===== config.mk =====
export PLATFORM = sky130hd
export DESIGN_NAME = multi_rope_controller
export DESIGN_NICKNAME = d
export VERILOG_FILES = /design/src/rtl/rope_pkg.sv /design/src/rtl/rope_channel.sv /design/src/rtl/multi_rope_controller.sv
export SDC_FILE = /design/constraint.sdc
export NUM_CORES = 1
export LEC_CHECK = 0
export CAP_MARGIN = 20
export CORE_ASPECT_RATIO = 1.5
export CORE_MARGIN = 2
export CORE_UTILIZATION = 40
export CTS_CLUSTER_SIZE = 16
export DETAILED_ROUTE_END_ITERATION = 6
export GPL_ROUTABILITY_DRIVEN = 0
export GPL_TIMING_DRIVEN = 1
export PLACE_DENSITY_LB_ADDON = 0.05
export RECOVER_POWER = 100
export SLEW_MARGIN = 20
export SYNTH_ARGS = -nofsm -noshare
export SYNTH_HDL_FRONTEND = slang
export SYNTH_SLANG_ARGS = --single-unit

===== constraint.sdc =====
create_clock -name clk -period 6.15 [get_ports clk]
set_clock_uncertainty 0.15 [all_clocks]
set_input_delay 0.9225 -clock clk [delete_from_list [all_inputs] [get_ports clk]]
set_output_delay 0.9225 -clock clk [all_outputs]
set_load 0.02 [all_outputs]

===== src/rtl/rope_pkg.sv =====
// Shared types and defaults for the rope display.
// Contents:
//   rope_state_t   per-rope state: IDLE, MOVING, HELD
//   speed_t        signed speed at the default width
//   x_t            11-bit pixel X coordinate
//   *_COLOR_DEF    RGB332 defaults for moving and held ropes
package rope_pkg;

    localparam int SPEED_W_DEF = 5;

    typedef enum logic [1:0] {IDLE, MOVING, HELD} rope_state_t;
    typedef logic signed [SPEED_W_DEF-1:0] speed_t;
    typedef logic [10:0] x_t;

    localparam logic [7:0] ROPE_COLOR_DEF = 8'hA4;
    localparam logic [7:0] HELD_COLOR_DEF = 8'hE0;

endpackage


===== src/rtl/rope_channel.sv =====
// A single swinging rope. It holds the rope's position, signed speed,
// pending-toggle flag, collision-hold counter, and its registered
// drawing request.
// Ports:
//   clk, rst              clock, async active-high reset
//   sof, enable           frame pulse, run enable
//   pixel_x, pixel_y      current VGA pixel
//   speed_cfg, speed_load shadow speed value and its latch strobe
//   dir_toggle, collision direction-reverse and hold requests
//   x                     left-edge X
//   speed_out             speed while MOVING, 0 otherwise
//   dr, dr_held           registered hit and held status for the pixel
module rope_channel
    import rope_pkg::*;
#(
    parameter int X_INIT      = 100,
    parameter int X_MIN       = 40,
    parameter int X_MAX       = 300,
    parameter int SPEED_W     = 5,
    parameter int HOLD_FRAMES = 30,
    parameter int ROPE_Y_TOP  = 100,
    parameter int ROPE_LEN    = 240,
    parameter int ROPE_W      = 4
) (
    input  logic                      clk,
    input  logic                      rst,
    input  logic                      sof,
    input  logic                      enable,
    input  logic [10:0]               pixel_x,
    input  logic [10:0]               pixel_y,
    input  logic signed [SPEED_W-1:0] speed_cfg,
    input  logic                      speed_load,
    input  logic                      dir_toggle,
    input  logic                      collision,
    output x_t                        x,
    output logic signed [SPEED_W-1:0] speed_out,
    output logic                      dr,
    output logic                      dr_held
);
    localparam int CW = $clog2(HOLD_FRAMES + 1);
    localparam logic signed [SPEED_W-1:0] V_MIN = {1'b1, {(SPEED_W-1){1'b0}}};
    localparam logic signed [SPEED_W-1:0] V_SAT = {1'b1, {(SPEED_W-2){1'b0}}, 1'b1};
    localparam logic signed [11:0] LIM_LO = 12'(X_MIN);
    localparam logic signed [11:0] LIM_HI = 12'(X_MAX);
    localparam logic [11:0] Y_LO = 12'(ROPE_Y_TOP);
    localparam logic [11:0] Y_HI = 12'(ROPE_Y_TOP + ROPE_LEN);
    localparam logic [11:0] W12  = 12'(ROPE_W);

    rope_state_t state, state_next;
    logic signed [SPEED_W-1:0] v, v_base, v_next, shadow;
    x_t x_next;
    logic [CW-1:0] hold_cnt, hold_next;
    logic ld_pend, tog_pend, coll_pend;
    logic signed [11:0] sum;
    logic move, bounce;

    always_ff @(posedge clk or posedge rst) begin
        if (rst)      state <= IDLE;
        else if (sof) state <= state_next;
    end

    always_comb begin
        state_next = state;
        if (!enable) begin
            state_next = IDLE;
        end else begin
            case (state)
                IDLE:    state_next = MOVING;
                MOVING:  if (coll_pend) state_next = HELD;
                HELD:    if (hold_cnt == '0) state_next = MOVING;
                default: state_next = IDLE;
            endcase
        end
    end

    always_comb speed_out = (state == MOVING) ? v : '0;

    // A pending load replaces v before the bounce test. Motion happens in
    // any frame whose resulting state is MOVING, including the frame that
    // enters MOVING. A bounce and a pending toggle together negate v once.
    always_comb begin
        v_base = ld_pend ? shadow : v;
        move   = enable && (state_next == MOVING);
        sum    = $signed({1'b0, x}) +
                 $signed({{(12-SPEED_W){v_base[SPEED_W-1]}}, v_base});
        x_next = x;
        bounce = 1'b0;
        if (move) begin
            if (sum > LIM_HI) begin
                x_next = LIM_HI[10:0];
                bounce = 1'b1;
            end else if (sum < LIM_LO) begin
                x_next = LIM_LO[10:0];
                bounce = 1'b1;
            end else begin
                x_next = sum[10:0];
            end
        end
        v_next = (bounce || (enable && tog_pend)) ? -v_base : v_base;
        hold_next = hold_cnt;
        if (state == MOVING && state_next == HELD)
            hold_next = CW'(HOLD_FRAMES - 1);
        else if (state == HELD && state_next == HELD)
            hold_next = hold_cnt - CW'(1);
    end

    // Request strobes come after the frame update, so a request that
    // arrives on the startOfFrame cycle carries into the next frame.
    always_ff @(posedge clk or posedge rst) begin
        if (rst) begin
            x         <= 11'(X_INIT);
            v         <= SPEED_W'(1);
            shadow    <= SPEED_W'(1);
            hold_cnt  <= '0;
            ld_pend   <= 1'b0;
            tog_pend  <= 1'b0;
            coll_pend <= 1'b0;
        end else begin
            if (sof) begin
                x         <= x_next;
                v         <= v_next;
                hold_cnt  <= hold_next;
                ld_pend   <= 1'b0;
                coll_pend <= 1'b0;
                if (enable) tog_pend <= 1'b0;
            end
            if (speed_load) begin
                shadow  <= (speed_cfg == V_MIN) ? V_SAT : speed_cfg;
                ld_pend <= 1'b1;
            end
            if (dir_toggle) tog_pend  <= 1'b1;
            if (collision)  coll_pend <= 1'b1;
        end
    end

    always_ff @(posedge clk or posedge rst) begin
        if (rst) begin
            dr      <= 1'b0;
            dr_held <= 1'b0;
        end else begin
            dr <= ({1'b0, pixel_x} >= {1'b0, x}) &&
                  ({1'b0, pixel_x} <  ({1'b0, x} + W12)) &&
                  ({1'b0, pixel_y} >= Y_LO) &&
                  ({1'b0, pixel_y} <  Y_HI);
            dr_held <= (state == HELD);
        end
    end

endmodule


===== src/rtl/multi_rope_controller.sv =====
// Owns ROPES rope channels that are split into a left group and a right
// group. The block merges their drawing requests into one prioritised
// colour and index, and exports positions and effective speeds.
// Ports:
//   clk, reset                 clock, async active-high reset
//   startOfFrame, enable       frame pulse, run enable
//   pixelX, pixelY             current VGA pixel
//   speed_cfg, speed_load      packed per-rope speeds and their latch strobe
//   dirToggle, monkeyCollision per-rope reverse and hold requests
//   ropeDR, anyRopeDR          per-rope and merged drawing requests
//   ropeRGB, hitIndex          colour and index of the lowest-index hit rope
//   ropeX, SIGNED_SPEEDS       packed per-rope X and effective speed
module multi_rope_controller
    import rope_pkg::*;
#(
    parameter int ROPES        = 6,
    parameter int LEFT_ROPES   = 3,
    parameter int LEFT_X0      = 100,
    parameter int RIGHT_X0     = 400,
    parameter int ROPE_SPACING = 40,
    parameter int X_MIN_L      = 40,
    parameter int X_MAX_L      = 300,
    parameter int X_MIN_R      = 340,
    parameter int X_MAX_R      = 600,
    parameter int ROPE_Y_TOP   = 100,
    parameter int ROPE_LEN     = 240,
    parameter int ROPE_W       = 4,
    parameter int SPEED_W      = 5,
    parameter int HOLD_FRAMES  = 30,
    parameter logic [7:0] ROPE_COLOR = ROPE_COLOR_DEF,
    parameter logic [7:0] HELD_COLOR = HELD_COLOR_DEF
) (
    input  logic                       clk,
    input  logic                       reset,
    input  logic                       startOfFrame,
    input  logic                       enable,
    input  logic [10:0]                pixelX,
    input  logic [10:0]                pixelY,
    input  logic [ROPES*SPEED_W-1:0]   speed_cfg,
    input  logic                       speed_load,
    input  logic [ROPES-1:0]           dirToggle,
    input  logic [ROPES-1:0]           monkeyCollision,
    output logic [ROPES-1:0]           ropeDR,
    output logic                       anyRopeDR,
    output logic [7:0]                 ropeRGB,
    output logic [$clog2(ROPES)-1:0]   hitIndex,
    output logic [ROPES*11-1:0]        ropeX,
    output logic [ROPES*SPEED_W-1:0]   SIGNED_SPEEDS
);
    localparam int IW = $clog2(ROPES);

    logic [ROPES-1:0] held;

    for (genvar i = 0; i < ROPES; i++) begin : g_rope
        localparam bit IS_LEFT = (i < LEFT_ROPES);
        rope_channel #(
            .X_INIT      (IS_LEFT ? LEFT_X0 + i * ROPE_SPACING
                                  : RIGHT_X0 + (i - LEFT_ROPES) * ROPE_SPACING),
            .X_MIN       (IS_LEFT ? X_MIN_L : X_MIN_R),
            .X_MAX       (IS_LEFT ? X_MAX_L : X_MAX_R),
            .SPEED_W     (SPEED_W),
            .HOLD_FRAMES (HOLD_FRAMES),
            .ROPE_Y_TOP  (ROPE_Y_TOP),
            .ROPE_LEN    (ROPE_LEN),
            .ROPE_W      (ROPE_W)
        ) u_channel (
            .clk        (clk),
            .rst        (reset),
            .sof        (startOfFrame),
            .enable     (enable),
            .pixel_x    (pixelX),
            .pixel_y    (pixelY),
            .speed_cfg  (speed_cfg[i*SPEED_W +: SPEED_W]),
            .speed_load (speed_load),
            .dir_toggle (dirToggle[i]),
            .collision  (monkeyCollision[i]),
            .x          (ropeX[i*11 +: 11]),
            .speed_out  (SIGNED_SPEEDS[i*SPEED_W +: SPEED_W]),
            .dr         (ropeDR[i]),
            .dr_held    (held[i])
        );
    end

    assign anyRopeDR = |ropeDR;

    // Scan from the highest index down so the lowest hit index wins.
    always_comb begin
        hitIndex = '0;
        ropeRGB  = '0;
        for (int unsigned k = 0; k < ROPES; k++) begin
            if (ropeDR[ROPES-1-k]) begin
                hitIndex = IW'(ROPES - 1 - k);
                ropeRGB  = held[ROPES-1-k] ? HELD_COLOR : ROPE_COLOR;
            end
        end
    end

endmodule


### Word-level counts from Yosys, hierarchy flattened

Index checks and enable logic that the tools add are counted.
Widths: inputs -> output; s select.

* register bits: 193
* output and inout port bits: 114

* add/subtract/negate cells: 24
* $lt $le $gt $ge: 26
* eq/ne operators: 30
* muxes and demuxes: 124
* reduce and logical (&&, ||, !) cells: 104

Operator list (count)
* $mux 5: 36
* $mux 11: 12
* $add 11x3->12 const B: 6
* $add 12x5->12: 6
* $lt 11x12->1: 6
* $ge 11x11->1: 6
* $reduce_bool 2->1: 25
* $mux 8: 6
* $logic_and 1x1->1: 42
* $mux 7: 6
* $gt 12x10->1 const B: 3
* $gt 12x11->1 const B: 3
* $lt 12x10->1 const B: 3
* $lt 12x7->1 const B: 3
* $mux 2: 18
* $pmux 2 s3: 6
* $reduce_and 2->1: 18
* $mux 1: 34
* $eq 5x5->1 const B: 6
* $logic_not 5->1: 6
* $neg 5->5: 6
* $sub 5x1->5 const B: 6
* $eq 2x1->1 const B: 12
* $eq 2x2->1 const B: 12
* 6 further kinds: 21

### Logic depth before layout (Yosys ltp)

* word-level depth: 9
* depth in mapped cells: 17

### Cells and area by module

From an unflattened synthesis, not the netlist that was laid out.

* cells, all modules: 1982
* area total of the unflattened synthesis: 17375.4 um^2

By module, submodules not included
* rope_channel at g_rope[0].u_channel ...: times used 2, cells each 326, area each 2869.0 um^2, sequential area each 832.0 um^2
* rope_channel at g_rope[3].u_channel: times used 1, cells each 324, area each 2917.8 um^2, sequential area each 832.0 um^2
* rope_channel at g_rope[2].u_channel: times used 1, cells each 326, area each 2870.3 um^2, sequential area each 833.3 um^2
* rope_channel at g_rope[5].u_channel: times used 1, cells each 324, area each 2827.7 um^2, sequential area each 833.3 um^2
* rope_channel at g_rope[4].u_channel: times used 1, cells each 324, area each 2824.0 um^2, sequential area each 834.6 um^2
* multi_rope_controller: times used 1, cells each 32, area each 197.7 um^2, sequential area each 0.0 um^2

### Worst setup path before layout

No wires, ideal clock.

* path kind: flip-flop to flip-flop
* start point: reg g_rope[3].u_channel.ld_pend
* end point: reg g_rope[3].u_channel.v[1]
* setup time: 0.126 ns
* data arrival time: 3.999 ns
* data required time: 5.874 ns
* slack: 1.874 ns
* cell stages (with the launch flop): 18
* path buffers: 4
* period minus slack after synthesis: 4.276 ns
* cells stage by stage: dfrtp_1 -> buf_2 -> buf_2 -> buf_2 -> mux2i_1 -> inv_1 -> ha_1 -> fa_1 -> a211oi_4 -> o21ai_2 -> a22o_1 -> or3_1 -> a31o_1 -> nand2b_1 -> a21oi_2 -> buf_6 -> o21ai_2 -> a311o_1

* longest elaborated chain between the ends: 8
* elaborated cells on any way between the ends: 10

Ends and longest elaborated chain
* start, declared: line rope_channel.sv:53 `logic ld_pend, tog_pend, coll_pend;`
* start signal, assigned: line rope_channel.sv:115 `ld_pend <= 1'b0;`
* start signal, assigned: line rope_channel.sv:123 `ld_pend <= 1'b0;`
* start signal, assigned: line rope_channel.sv:129 `ld_pend <= 1'b1;`
* $mux 5 *: line rope_channel.sv:82 `v_base = ld_pend ? shadow : v;`
* net g_rope[3].u_channel.v_base[0]: line rope_channel.sv:50 `logic signed [SPEED_W-1:0] v, v_base, v_next, shadow;`
* $add 12x5->12: line rope_channel.sv:84 `sum = $signed({1'b0, x}) +`
* $lt 12x10->1: line rope_channel.sv:92 `end else if (sum < LIM_LO) begin`
* $mux 1: line rope_channel.sv:92
* $mux 1: line rope_channel.sv:89 `if (sum > LIM_HI) begin`
* $mux 1: line rope_channel.sv:88 `if (move) begin`
* $logic_or 1x1->1: line rope_channel.sv:99 `v_next = (bounce || (enable && tog_pend)) ? -v_base : v_base;`
* $mux 5 *: line rope_channel.sv:99
* end signal, assigned: line rope_channel.sv:121 `v <= v_next;`
* end, declared: line rope_channel.sv:50

Mark *: on every way through the listed nets, which the timed path passes. The rest lies on a longest branch.
A chain may end at the register's enable or synchronous reset.

==> results.rst <==
.. list-table::
   :header-rows: 1

   * - Metric
     - Value
   * - Result of the run
     - finished, violations left
   * - Violations in the final reports
     - capacitance limit, slew limit
   * - Clock tree from TritonCTS
     - yes
   * - Half-perimeter wire length after placement
     - 40800 um
   * - 1st-iter DRT viols
     - 858
   * - Number of CTS-inserted buffers
     - 17
   * - Area of the mapped netlist
     - 17100 sq um
   * - Unrepaired setup endpoints after global routing
     - false
   * - Fin cells
     - 2707
   * - Placement Rows
     - 92
   * - Avg Cell Area, Syn
     - 8.62 sq um
   * - Average wire per cell in the routed design
     - 19.6 um
   * - Start-to-end type of the worst setup path
     - register to register
   * - Number of top-level design ports
     - 183
   * - Synth Warn #
     - 0
   * - Slowest stage delay, CP
     - 0.91 ns
   * - Setup crit start
     - g_rope[3].u_channel.ld_pend$_DFFE_PP0P_
   * - Fraction of synthesis flops using an asynchronous set or reset pin
     - 1.00
   * - Effective utilization at floorplan
     - 0.406
   * - Share of the clock period used by the worst path after layout
     - 0.857
   * - Vertical die dimension
     - about 260 um
   * - Slew Limit Fails
     - 266
   * - WP depth
     - 13
   * - Most used DFF post-synth
     - sky130_fd_sc_hd__dfrtp_1
   * - Critical Path RT
     - 6.37 ns
   * - GRT Resource Usage Total
     - 0.239
   * - DIE AREA
     - around 44000 sq um
   * - IR Drop Worst-Case VDD
     - around 0.00022 V
   * - Floorplan core area
     - 42100 sq um
   * - Number of different library cells in the post-synthesis netlist
     - 102
   * - Pwr per Cell Area
     - 430 nW/um^2
   * - Buffer type at the clock tree root
     - sky130_fd_sc_hd__clkbuf_16
   * - GRT Residual Overflow
     - 0
   * - Tightest Pin Transition
     - 3.25 ns
   * - Cells after Synth
     - 1983
   * - Number of antenna violations at the first check in global routing
     - 0
   * - Number of buffers inserted by hold repair at cts
     - 0
   * - Crit path capture type
     - register
   * - Wire length of the first global-routing pass
     - 84500 um
   * - Final Setup Violations
     - 0
   * - Data arrival time of the worst path
     - approximately 5.5 ns
   * - Hold crit path type
     - register to register
   * - Fin Setup TNS
     - 0 ns
   * - Worst-skew pair later-pin latency
     - 0.46 ns
   * - Highest achievable clock rate
     - between 150 and 200 MHz
   * - Hold Fails Final Rpt
     - 0
   * - Slowest cell on the critical path
     - sky130_fd_sc_hd__dfrtp_2
   * - Avg Vias per Cell
     - ~5.7
   * - Number of vias after detailed routing
     - 15467
   * - Commonest non-fill, non-tap cell in the layout
     - sky130_fd_sc_hd__ha_1
   * - Proportion of layout cells with a drive suffix above 1
     - 0.0677
   * - Part of the Yosys area used for sequential elements
     - 0.285
   * - Critical path startpoint category
     - register
   * - Worst setup slack for register-to-register paths
     - about 0.88 ns
   * - Leak Pwr
     - 8.91 nW
   * - Detailed Route WL
     - 53100 um
   * - Max_cap viols
     - 4
   * - Max Buffers Root-to-Sink
     - 2
   * - Antenna cells
     - 0
   * - Buffers & Inverters on Critical Path
     - 2
   * - Vias in the first global route
     - around 15000
   * - Crit Reg-Reg Endpoint
     - g_rope[0].u_channel.v[3]$_DFFE_PP0P_
   * - DRC
     - 0
   * - Antenna-violating nets left
     - 0
   * - Number of instances resized during post-cts repair
     - 0
   * - Clock Sink Count
     - 193
   * - Termination of the worst setup path
     - g_rope[0].u_channel.v[3]$_DFFE_PP0P_
   * - List of cells traversed by the critical path
     - clkbuf_1 -> mux2i_1 -> inv_1 -> ha_1 -> a211oi_1 -> o21a_1 -> o21ai_2 -> a211o_1 -> a311oi_1 -> a41oi_1 -> and3_4 -> or4_1 -> o211ai_1
   * - Relative area change from synthesis to final layout
     - 16.3%
   * - Largest net degree at the start of global routing
     - about 130
   * - H-tree depth
     - 4
   * - Number of synthesized register bits
     - between 150 and 200
   * - Clock transition at the registers of the reported paths
     - 0.07 ns
   * - Detailed-router iteration count before antenna repair
     - 5
   * - Fin crit period
     - 5.27 ns
   * - Count of flip-flops with a built-in enable after synthesis
     - 0
   * - R2R depth
     - 13
   * - CP max FO
     - 23
   * - Quantity of I/O buffers inserted on ports
     - 176
   * - Buffers inserted by post-CTS timing repair
     - 0
   * - Cells after DPL
     - 2675
   * - Max-Slew Margin vs Limit
     - -1.17
   * - Beginning of the worst register-to-register path
     - g_rope[3].u_channel.ld_pend$_DFFE_PP0P_
   * - Worst Hold Path Cells
     - 1
   * - Die boundary width
     - 173 um
   * - Highest-count cells in the layout ignoring fill and taps
     - sky130_fd_sc_hd__ha_1, sky130_fd_sc_hd__dfrtp_1, sky130_fd_sc_hd__nor2_1
   * - Final net count
     - 2409
   * - Category of cells accounting for the largest share of critical-path delay
     - compound AO/OA/AOI/OAI gates
==> worst min-delay path by stage <==
stage	from	to
2_1_floorplan	g_rope[1].u_channel.hold_cnt[4]$_DFFE_PP0P_	g_rope[1].u_channel.hold_cnt[4]$_DFFE_PP0P_
3_3_place_gp	g_rope[1].u_channel.hold_cnt[4]$_DFFE_PP0P_	g_rope[1].u_channel.hold_cnt[4]$_DFFE_PP0P_
3_5_place_dp	g_rope[3].u_channel.tog_pend$_DFFE_PP0P_	g_rope[3].u_channel.tog_pend$_DFFE_PP0P_
4_1_cts	g_rope[3].u_channel.tog_pend$_DFFE_PP0P_	g_rope[3].u_channel.tog_pend$_DFFE_PP0P_
5_1_grt	g_rope[3].u_channel.tog_pend$_DFFE_PP0P_	g_rope[3].u_channel.tog_pend$_DFFE_PP0P_
6_report	g_rope[1].u_channel.hold_cnt[4]$_DFFE_PP0P_	g_rope[1].u_channel.hold_cnt[4]$_DFFE_PP0P_
==> cell usage after synthesis, types with 13 or more instances <==
master                        n  area share
sky130_fd_sc_hd__nor2b_1     27      0.0099
sky130_fd_sc_hd__o21ai_0    118       0.035
sky130_fd_sc_hd__clkbuf_1    43      0.0094
sky130_fd_sc_hd__ha_1       204        0.15
sky130_fd_sc_hd__o22ai_1     13      0.0048
sky130_fd_sc_hd__a211oi_1    23       0.010
sky130_fd_sc_hd__a21o_1      53       0.023
sky130_fd_sc_hd__a31oi_1     26      0.0095
sky130_fd_sc_hd__dfstp_2     34       0.052
sky130_fd_sc_hd__xor2_1      21       0.011
sky130_fd_sc_hd__a2111oi_0   13      0.0067
sky130_fd_sc_hd__nor2_1     154       0.034
sky130_fd_sc_hd__mux2i_1     35       0.020
sky130_fd_sc_hd__inv_1      137       0.030
sky130_fd_sc_hd__dfrtp_1    159        0.23
sky130_fd_sc_hd__nand3_1     94       0.028
sky130_fd_sc_hd__o21a_1      42       0.018
sky130_fd_sc_hd__and2_1      29       0.011
sky130_fd_sc_hd__o31ai_1     21      0.0092
sky130_fd_sc_hd__xnor2_1     63       0.032
sky130_fd_sc_hd__nand2b_1    24      0.0088
sky130_fd_sc_hd__a21oi_1    111       0.032
sky130_fd_sc_hd__or3_1       15      0.0055
sky130_fd_sc_hd__nand2_1    133       0.029
sky130_fd_sc_hd__and3_1      33       0.012
sky130_fd_sc_hd__mux2_2      33       0.022
sky130_fd_sc_hd__nand4_1     18      0.0066
sky130_fd_sc_hd__nor3_1      47       0.014
==> power by group <==
part           leakage (nW)  switching (mW)  internal, mW
clock                 0.288           0.570         0.617
sequential             2.29           0.447          1.65
combinational          6.33            3.05          2.21
==> area by class of cell <==
cell class | count | area, sq um
clock inverters | 14 | 173
repair buffers | 195 | 1860
flip-flops and latches | 193 | 4870
well taps | 564 | 706
inverters | 138 | 519
multi-input cells | 1585 | 11300
clock buffers | 18 | 429
fillers | 4183 | 22300
==> stage by stage <==
step           area (sq um)  total power [mW]  utilization  worst slack (ns)  hold WS [ns]
2_1_floorplan         17100              5.96            -              1.87         0.290
3_3_place_gp          19400              7.42        0.460              1.45         0.309
3_5_place_dp          19400              7.50        0.460              1.33         0.316
4_1_cts               20000              8.73        0.475              1.32         0.334
5_1_grt               19900              9.34        0.472             0.468         0.349
6_report              19900              8.54        0.472             0.877         0.330
==> registers in the layout, summed over array words and instances, names as in the netlist <==
signal / flops
g_rope.u_channel.shadow: 30
g_rope.u_channel.v: 30
g_rope.u_channel.tog_pend: 6
g_rope.u_channel.dr_held: 6
g_rope.u_channel.coll_pend: 6
g_rope.u_channel.dr: 6
g_rope.u_channel.state: 12
g_rope.u_channel.hold_cnt: 30
g_rope.u_channel.x: 66
g_rope.u_channel.ld_pend: 1
==> kinds of logic (layout without fill, tap and decap cells) <==
kind of cell | Yosys count | after routing | synth area share
AO/OA/AOI/OAI | 578 | 578 | 0.233
XOR/XNOR | 84 | 84 | 0.0430
adder cells (fa/ha/maj) | 210 | 210 | 0.156
buffers and inverters | 208 | 365 | 0.0497
flip-flops | 193 | 193 | 0.285
multiplexers | 69 | 69 | 0.0431
other | 1 | 4 | 0.000219
AND/OR/NAND/NOR | 640 | 640 | 0.189
==> per-layer routing <==
layer  vias up  share of wire  track usage
li1       7621              -            -
met1      7453           0.41        0.276
met2       322           0.52        0.448
met3        71          0.031       0.0254
met4         0          0.036       0.0937
met5         -              0            0
(Power assumes the default switching activity.)
